**src/rtl/dbus_access_ctrl.sv**
```systemverilog
// Data-bus handshake controller: registers an aligned load/store, holds it on the
// bus until data_ok, returns the raw response and stalls the pipeline meanwhile.
module dbus_access_ctrl #(
  parameter int TIMEOUT_CYCLES = 1024,
  parameter int CNT_W          = 16
) (
  input  logic             clk,
  input  logic             reset,
  input  logic             req_valid,
  input  logic [63:0]      req_addr,
  input  logic [2:0]       req_size,
  input  logic [7:0]       req_strobe,
  input  logic [63:0]      req_data,
  input  logic             advance,
  input  logic             flush,
  output logic             dbus_valid,
  output logic [63:0]      dbus_addr,
  output logic [2:0]       dbus_size,
  output logic [7:0]       dbus_strobe,
  output logic [63:0]      dbus_data,
  input  logic             dbus_addr_ok,
  input  logic             dbus_data_ok,
  input  logic [63:0]      dbus_rdata,
  output logic             resp_valid,
  output logic [63:0]      resp_data,
  output logic             stall,
  output logic             misalign,
  output logic             bus_timeout,
  output logic [CNT_W-1:0] wait_cnt
);

  typedef enum logic [1:0] {IDLE, REQ, DONE} state_e;

  localparam logic [CNT_W-1:0] TO_LAST = CNT_W'(TIMEOUT_CYCLES - 1);

  state_e           state_q, state_d;
  logic [63:0]      addr_q, addr_d;
  logic [2:0]       size_q, size_d;
  logic [7:0]       strobe_q, strobe_d;
  logic [63:0]      data_q, data_d;
  logic [63:0]      resp_data_q, resp_data_d;
  logic [CNT_W-1:0] wait_cnt_q, wait_cnt_d;
  logic             timeout_q, timeout_d;
  logic             drop_q, drop_d;
  logic             aligned;
  logic             accept;

  // Address-accept is purely informational for this controller.
  logic unused_addr_ok;
  assign unused_addr_ok = dbus_addr_ok;

  always_comb begin
    case (req_size)
      3'd0:    aligned = 1'b1;
      3'd1:    aligned = (req_addr[0] == 1'b0);
      3'd2:    aligned = (req_addr[1:0] == 2'b00);
      3'd3:    aligned = (req_addr[2:0] == 3'b000);
      default: aligned = 1'b0;
    endcase
  end

  assign accept = (state_q == IDLE) && req_valid && aligned && !flush;

  always_comb begin
    // NOTE: every next-state signal starts from its held value so no path infers a latch.
    state_d     = state_q;
    addr_d      = addr_q;
    size_d      = size_q;
    strobe_d    = strobe_q;
    data_d      = data_q;
    resp_data_d = resp_data_q;
    wait_cnt_d  = wait_cnt_q;
    timeout_d   = timeout_q;
    drop_d      = drop_q;

    case (state_q)
      IDLE: begin
        if (accept) begin
          addr_d     = req_addr;
          size_d     = req_size;
          strobe_d   = req_strobe;
          data_d     = req_data;
          wait_cnt_d = '0;
          drop_d     = 1'b0;
          state_d    = REQ;
        end
      end
      REQ: begin
        if (wait_cnt_q != '1) wait_cnt_d = wait_cnt_q + 1'b1;
        if (flush) drop_d = 1'b1;
        if (dbus_data_ok) begin
          resp_data_d = (strobe_q == 8'h00) ? dbus_rdata : 64'h0;
          // A flush seen now or earlier means the pipeline no longer wants the result.
          if (drop_q || flush) begin
            drop_d  = 1'b0;
            state_d = IDLE;
          end else begin
            state_d = DONE;
          end
        end else if (wait_cnt_q == TO_LAST) begin
          timeout_d = 1'b1;
        end
      end
      DONE: begin
        if (advance || flush) state_d = IDLE;
      end
      default: state_d = IDLE;
    endcase
  end

  always_ff @(posedge clk) begin
    // NOTE: state flops use non-blocking assignment so every flop samples pre-edge values.
    if (reset) begin
      state_q     <= IDLE;
      addr_q      <= '0;
      size_q      <= '0;
      strobe_q    <= '0;
      data_q      <= '0;
      resp_data_q <= '0;
      wait_cnt_q  <= '0;
      timeout_q   <= 1'b0;
      drop_q      <= 1'b0;
    end else begin
      state_q     <= state_d;
      addr_q      <= addr_d;
      size_q      <= size_d;
      strobe_q    <= strobe_d;
      data_q      <= data_d;
      resp_data_q <= resp_data_d;
      wait_cnt_q  <= wait_cnt_d;
      timeout_q   <= timeout_d;
      drop_q      <= drop_d;
    end
  end

  assign dbus_valid  = (state_q == REQ);
  assign dbus_addr   = addr_q;
  assign dbus_size   = size_q;
  assign dbus_strobe = strobe_q;
  assign dbus_data   = data_q;
  assign resp_valid  = (state_q == DONE);
  assign resp_data   = resp_data_q;
  assign bus_timeout = timeout_q;
  assign wait_cnt    = wait_cnt_q;
  assign misalign    = (state_q == IDLE) && req_valid && !aligned;
  assign stall       = accept || (state_q == REQ);

endmodule

```
**config.mk**
```make
export PLATFORM = sky130hd
export DESIGN_NAME = dbus_access_ctrl
export DESIGN_NICKNAME = d
export VERILOG_FILES = /design/src/rtl/dbus_access_ctrl.sv
export SDC_FILE = /design/constraint.sdc
export NUM_CORES = 1
export LEC_CHECK = 0
export ABC_CLOCK_PERIOD_IN_PS = 4900
export CORE_AREA = 2 2 171 173
export DETAILED_ROUTE_END_ITERATION = 8
export DIE_AREA = 0 0 173 175
export DONT_BUFFER_PORTS = 1
export GPL_TIMING_DRIVEN = 0
export PLACE_DENSITY = 0.52
export SYNTH_ARGS = -nofsm -noshare
export SYNTH_HDL_FRONTEND = slang
export SYNTH_SLANG_ARGS = --single-unit
```
**constraint.sdc**
```tcl
create_clock -name clk -period 4.9 [get_ports clk]
set_input_delay 0.98 -clock clk [delete_from_list [all_inputs] [get_ports clk]]
set_output_delay 0.98 -clock clk [all_outputs]
set_load 0.005 [all_outputs]
```
==> results of run 1 <==
-- sequential cells by signal, indices dropped and copies added, names as in the netlist --
name,count
dbus_addr,64
dbus_data,64
resp_data,64
wait_cnt,16
dbus_strobe,8
dbus_size,3
state_q,2
bus_timeout,1
drop_q,1
-- path summary, 6_finish.rpt --
kind,cells past startpoint,end,slack [ns],from
worst min-delay path,2,dbus_data[63]$_SDFFE_PP0P_,0.47,dbus_data[63]$_SDFFE_PP0P_
worst max-delay path,5,stall,0.97,flush
worst max register to register,6,dbus_strobe[6]$_SDFFE_PP0P_,2.20,state_q[0]$_SDFFE_PP0P_
worst min register to register,2,dbus_data[63]$_SDFFE_PP0P_,0.47,dbus_data[63]$_SDFFE_PP0P_
-- cell usage after synthesis --
cell / count / area (sq um)
nand4b_1: 1 / 8.76
nor3_1: 3 / 15.0
dfxtp_1: 223 / 4460
a22oi_1: 64 / 480
nand4_4: 1 / 21.3
clkbuf_1: 50 / 188
buf_1: 4 / 15.0
or4_1: 7 / 52.6
nor3_2: 1 / 10.0
and2_1: 1 / 6.26
or3_1: 8 / 50.1
a21oi_1: 156 / 781
nor4b_1: 1 / 8.76
o31ai_1: 4 / 30.0
o21ai_0: 12 / 60.1
nor2_1: 72 / 270
inv_1: 6 / 22.5
or4_4: 1 / 11.3
nand3_1: 7 / 35.0
nor4_1: 3 / 18.8
o2111a_1: 1 / 11.3
o211ai_1: 2 / 15.0
or4b_2: 1 / 10.0
nand2_1: 283 / 1060
and4_1: 1 / 8.76
o41ai_1: 2 / 17.5
or4_2: 1 / 8.76
ha_1: 1 / 12.5
and3_1: 2 / 12.5
mux2i_1: 1 / 10.0
or3_2: 2 / 15.0
a31oi_1: 1 / 6.26
nand4_1: 6 / 37.5
nand2b_1: 1 / 6.26
buf_2: 18 / 90.1
nor2b_1: 1 / 6.26
nand3b_1: 2 / 15.0
o2111ai_1: 2 / 17.5
-- report_power, final --
part | switching, mW | internal [mW] | leakage (nW)
logic | 0.0923 | 0.0325 | 0.839
clock network | 0.762 | 1.19 | 0.428
registers | 0.0266 | 1.84 | 1.80
total | 0.881 | 3.06 | 3.07
-- per-layer routing --
| metal | routed length (microns) | up-vias | global-route usage | part of all wire |
|---|---|---|---|---|
| met5 | 0 | - | 0 | 0 |
| met2 | 13200 | 326 | 0.292 | 0.48 |
| met3 | 2360 | 55 | 0.0511 | 0.085 |
| li1 | - | 3288 | - | - |
| met4 | 716 | 0 | 0.0554 | 0.026 |
| met1 | 11400 | 3305 | 0.206 | 0.41 |
-- per-stage QoR --
step | setup slack, ns | hold WS, ns | std cells | total power, mW
3_5_place_dp | 0.828 | 0.466 | 1337 | 2.04
5_1_grt | 0.724 | 0.494 | 1383 | 4.08
2_1_floorplan | 1.84 | 0.453 | 953 | 1.98
3_3_place_gp | 0.522 | 0.461 | 1337 | 2.03
4_1_cts | 0.827 | 0.475 | 1383 | 3.99
6_report | 0.970 | 0.471 | 1383 | 3.95
-- final cells by class --
| class | count | area, sq um |
|---|---|---|
| clock inverter | 10 | 136 |
| clock buffer | 36 | 727 |
| sequential | 223 | 4460 |
| multi-input combinational | 652 | 3140 |
| buffer | 72 | 293 |
| inverter | 6 | 22.5 |
| tap | 384 | 480 |
| fill | 3089 | 19100 |
-- layout by cell type (no fill, tap or decap), types with 3 or more instances in the layout --
master,n
or4_1,7
clkbuf_1,55
bufinv_16,3
buf_2,18
clkbuf_8,6
clkinv_2,4
clkbuf_16,25
buf_1,4
dfxtp_1,223
a21oi_1,156
nand3_1,7
or3_1,8
o31ai_1,4
nor4_1,3
nor2_1,72
inv_1,6
o21ai_0,12
nand4_1,6
nor3_1,3
a22oi_1,64
nand2_1,283
-- cell families (layout without fill, tap and decap cells) --
family,after synthesis,count (layout),synth area share
multiplexers,1,1,0.00127
flip-flops,223,223,0.564
AND/OR/NAND/NOR,406,406,0.214
buffers and inverters,78,124,0.0399
adder cells (fa/ha/maj),1,1,0.00158
AO/OA/AOI/OAI,244,244,0.179
-- worst register-to-register path, stage by stage (launching register included) --
cell,delay [ns]
dfxtp_1,0.35
nor4b_1,0.62
o2111ai_2,0.58
buf_2,0.44
clkbuf_1,0.36
nand2_1,0.16
a21oi_1,0.07
==> impl_metrics.yaml, run 1 <==
outcome:
  status: "complete, no violations"
setup_path:
  arrival_ns: 2.95
  path_cells: "nor4b_1 > o2111ai_2 > buf_2 > buf_2 > nand2_1"
  worst_setup_path_end_kind: "output pin"
  slowest_stage: "o2111ai_2"
  critPathBufInv: 2
  required_ns: 3.92
  max_stage_delay_ns: 0.58
  crit_type: "input pin to output pin"
  critPathLaunchType: "input pin"
  critPathTopFamily: "simple AND/OR/NAND/NOR gates"
  crit_top_cell: "buf_2"
  critPathMaxFanout: 10
clock_tree:
  cts_setup_buffers: 0
  cts_root_buf: "clkbuf_16"
  clkTransAtPathRegs_ns: 0.06
  cts.htree.levels: 1
  cts.sinks: 223
  cts_hold_buffers: 0
  ctsLongestPathBuffers: 3
  numCtsBuffers: 25
  cts_resized: 0
  cts_tree: "done"
  worstSkewPairLatency_ns: 0.53
power:
  powerDensity_mw_per_mm2: 426
  power.leakage_nw: 3.07
  vdd.ir_drop.worst_uv: 208
timing:
  rsz0062_at_grt: "no"
  slew_headroom: 0.381
  skew_ns: 0.0285
  hold_viol: 0
  worstMarginPinSlew_ns: 0.929
  maxSlewViolCount: 0
  period_needed_ns: 3.93
  clock.fmax_mhz: 254
  final-setup-viol-count: 0
  post-route-period-util: 0.802
  fin_tns_setup_ns: 0
final_layout:
  final_cell_area_sq_mm: 0.00926
  drive_gt1_frac: 0.0671
  layout.nets: 1191
  syn_to_final_growth_pct: 17.1
  utilization: 0.326
  antenna_cells: 0
route:
  post_drt_wl_per_cell_microns: 20.0
  via_count: 6974
  drt_first_pass_iters: 5
  finalWirelength_microns: 27700
  initialDrtViolationCount: 374
  drc_errors: 0
  final_antenna_net_count: 0
  via_per_inst: 5.04
logic_synthesis:
  syn_avg_cell_area_sq_um: 8.30
  seq_area_frac_synth: 0.564
  netlist_instances: 953
  synth_area_sq_mm: 0.00791
  yosys_register_bits: 223
  synth_cell_types: 38
  syn-num-nets: 1164
  yosys_warnings: 0
global_route:
  track_usage: 0.171
  overflow: 0
  grt_max_degree: 14
  grt_pass1_vias: 6720
  antenna_found_initial: 0
  grt_pass1_wl_microns: 40600
die:
  initial_core_util: 0.279
  boundaryPins: 434
  core_sq_mm: 0.0284
  die_h_microns: 175
  die_area_sq_mm: 0.0303
  rows: 62
  die_w_microns: 173
hold_path:
  hp-class: "flip-flop to flip-flop"
place:
  port_buffers: 0
  hpwl_microns: 21000
  place_congestion: 0.824
  placed_cell_area_sq_mm: 0.00840
job:
  maxCapViolCount: 0
No activity file was read; power rests on OpenSTA's default activity.
==> run 2, diff against run 1 <==
Settings changed: ABC_CLOCK_PERIOD_IN_PS 4900 to 3930.
Clock period 4.9 ns to 3.93 ns, I/O delays scaled along.
==> run 2 against run 1 <==
Against the previous run:
- die area unchanged
- global-route usage unchanged
- via count barely moved
- critical path type is now flip-flop to output pin
- critical endpoint unchanged
- largest power group unchanged
- highest routed layer unchanged
==> impl_metrics.yaml, run 2 (same netlist as run 1, synthesis figures left out) <==
timing:
  clock.fmax_mhz: 279
  worstMarginPinSlew_ns: 0.927
  hold_ws_ns: 0.346
  maxSlewViolCount: 0
  final-setup-viol-count: 0
  hold_viol: 0
  post-route-period-util: 0.914
  fin_tns_setup_ns: 0
  slew_headroom: 0.382
  period_needed_ns: 3.59
  skew_ns: 0.0281
  rsz0062_at_grt: "no"
die:
  rows: 62
  boundaryPins: 434
  initial_core_util: 0.279
  die_w_microns: 173
  core_sq_mm: 0.0284
  die_area_sq_mm: 0.0303
  die_h_microns: 175
global_route:
  antenna_found_initial: 0
  use_met3: 0.0511
  grt_use_met1: 0.206
  grt_pass1_vias: 6720
  track_usage: 0.171
  use_met2: 0.292
  overflow: 0
  grt_busiest_layer: "met2"
  grt_max_degree: 14
  grt_pass1_wl_microns: 40600
setup_path:
  max_stage_delay_ns: 0.74
  arrival_ns: 2.80
  critPathLaunchType: "flip-flop"
  worst_setup_path_end_kind: "output pin"
  path_cells: "nor4b_1 > o2111ai_4 > buf_2 > buf_2 > nand2_1"
  critPathMaxFanout: 10
  crit_top_cell: "buf_2"
  slowest_stage: "nor4b_1"
  crit_type: "flip-flop to output pin"
  required_ns: 3.14
final_layout:
  layout_commonest_cell: "nand2_1"
  final_cells: 1383
  syn_to_final_growth_pct: 17.2
  drive_gt1_frac: 0.0671
  mostFrequentLayoutCells: "283 x nand2_1, 223 x dfxtp_1, 156 x a21oi_1, 72 x nor2_1, 64 x a22oi_1"
  layout.nets: 1191
  final_cell_area_sq_mm: 0.00927
  antenna_cells: 0
job:
  maxCapViolCount: 0
place:
  hpwl_microns: 21000
  place_congestion: 0.824
  placed_cell_area_sq_mm: 0.00840
  place_inst: 1337
  port_buffers: 0
route:
  drc_errors: 0
  via_per_inst: 5.04
  finalWirelength_microns: 27700
  initialDrtViolationCount: 367
  drt_first_pass_iters: 5
  post_drt_wl_per_cell_microns: 20.1
  final_antenna_net_count: 0
  via_count: 6971
clock_tree:
  cts_tree: "done"
  worstSkewPairLatency_ns: 0.53
  ctsLongestPathBuffers: 3
  numCtsBuffers: 25
  cts_root_buf: "clkbuf_16"
  clkTransAtPathRegs_ns: 0.06
  cts.htree.levels: 1
  cts.sinks: 223
hold_path:
  hp-class: "input pin to flip-flop"
power:
  powerDensity_mw_per_mm2: 531
  vdd.ir_drop.worst_uv: 261
  power.leakage_nw: 3.07
outcome:
  status: "complete, no violations"
[run 2: timing repair]
item / in CTS / in global routing
gates resized for setup: 0 / 1
buffers inserted: 0 / 0
hold buffers: 0 / 0
setup endpoints to repair: 0 / 1
[run 2: path summary, 6_finish.rpt]
path	depth (start not counted)	slack (ns)	end	from
worst min register to register	2	0.47	dbus_data[63]$_SDFFE_PP0P_	dbus_data[63]$_SDFFE_PP0P_
worst min-delay path	1	0.35	state_q[1]$_SDFFE_PP0P_	flush
worst max-delay path	5	0.34	stall	state_q[0]$_SDFFE_PP0P_
worst max register to register	6	1.23	dbus_data[61]$_SDFFE_PP0P_	state_q[0]$_SDFFE_PP0P_
[run 2: cell type report]
class,instances,area [sq um]
inverters,6,22.5
plain buffers,72,293
multi-input cells,652,3150
fillers,3088,19100
flip-flops and latches,223,4460
clock inverters,10,136
well taps,384,480
clock buffers,36,727
[run 2: where the power goes]
| part | total (mW) | internal (mW) | switching, mW |
|---|---|---|---|
| registers | 2.33 | 2.30 | 0.0332 |
| clock network | 2.43 | 1.48 | 0.951 |
| logic | 0.157 | 0.0408 | 0.116 |
| total | 4.92 | 3.82 | 1.10 |
[run 2: worst max-delay path: cells and delay by family (launching register included)]
kind | cells | cell delay, ns
simple gates | 2 | 0.88
buf+inv | 2 | 0.63
compound gates | 1 | 0.43
flops | 1 | 0.35
[run 2: through the flow]
step                setup WS (ns)   util  total power, mW
floorplan                    1.26      -             2.47
global placement          -0.0601  0.296             2.54
detailed placement          0.246  0.296             2.54
CTS                        0.0860  0.326             4.98
global route               0.0835  0.327             5.09
finish                      0.340  0.327             4.92
[run 2: routing by layer]
layer  part of all wire  vias to the layer above
met4              0.026                        0
met2               0.48                      336
li1                   -                     3283
met3              0.087                       55
met5                  0                        -
met1               0.41                     3297
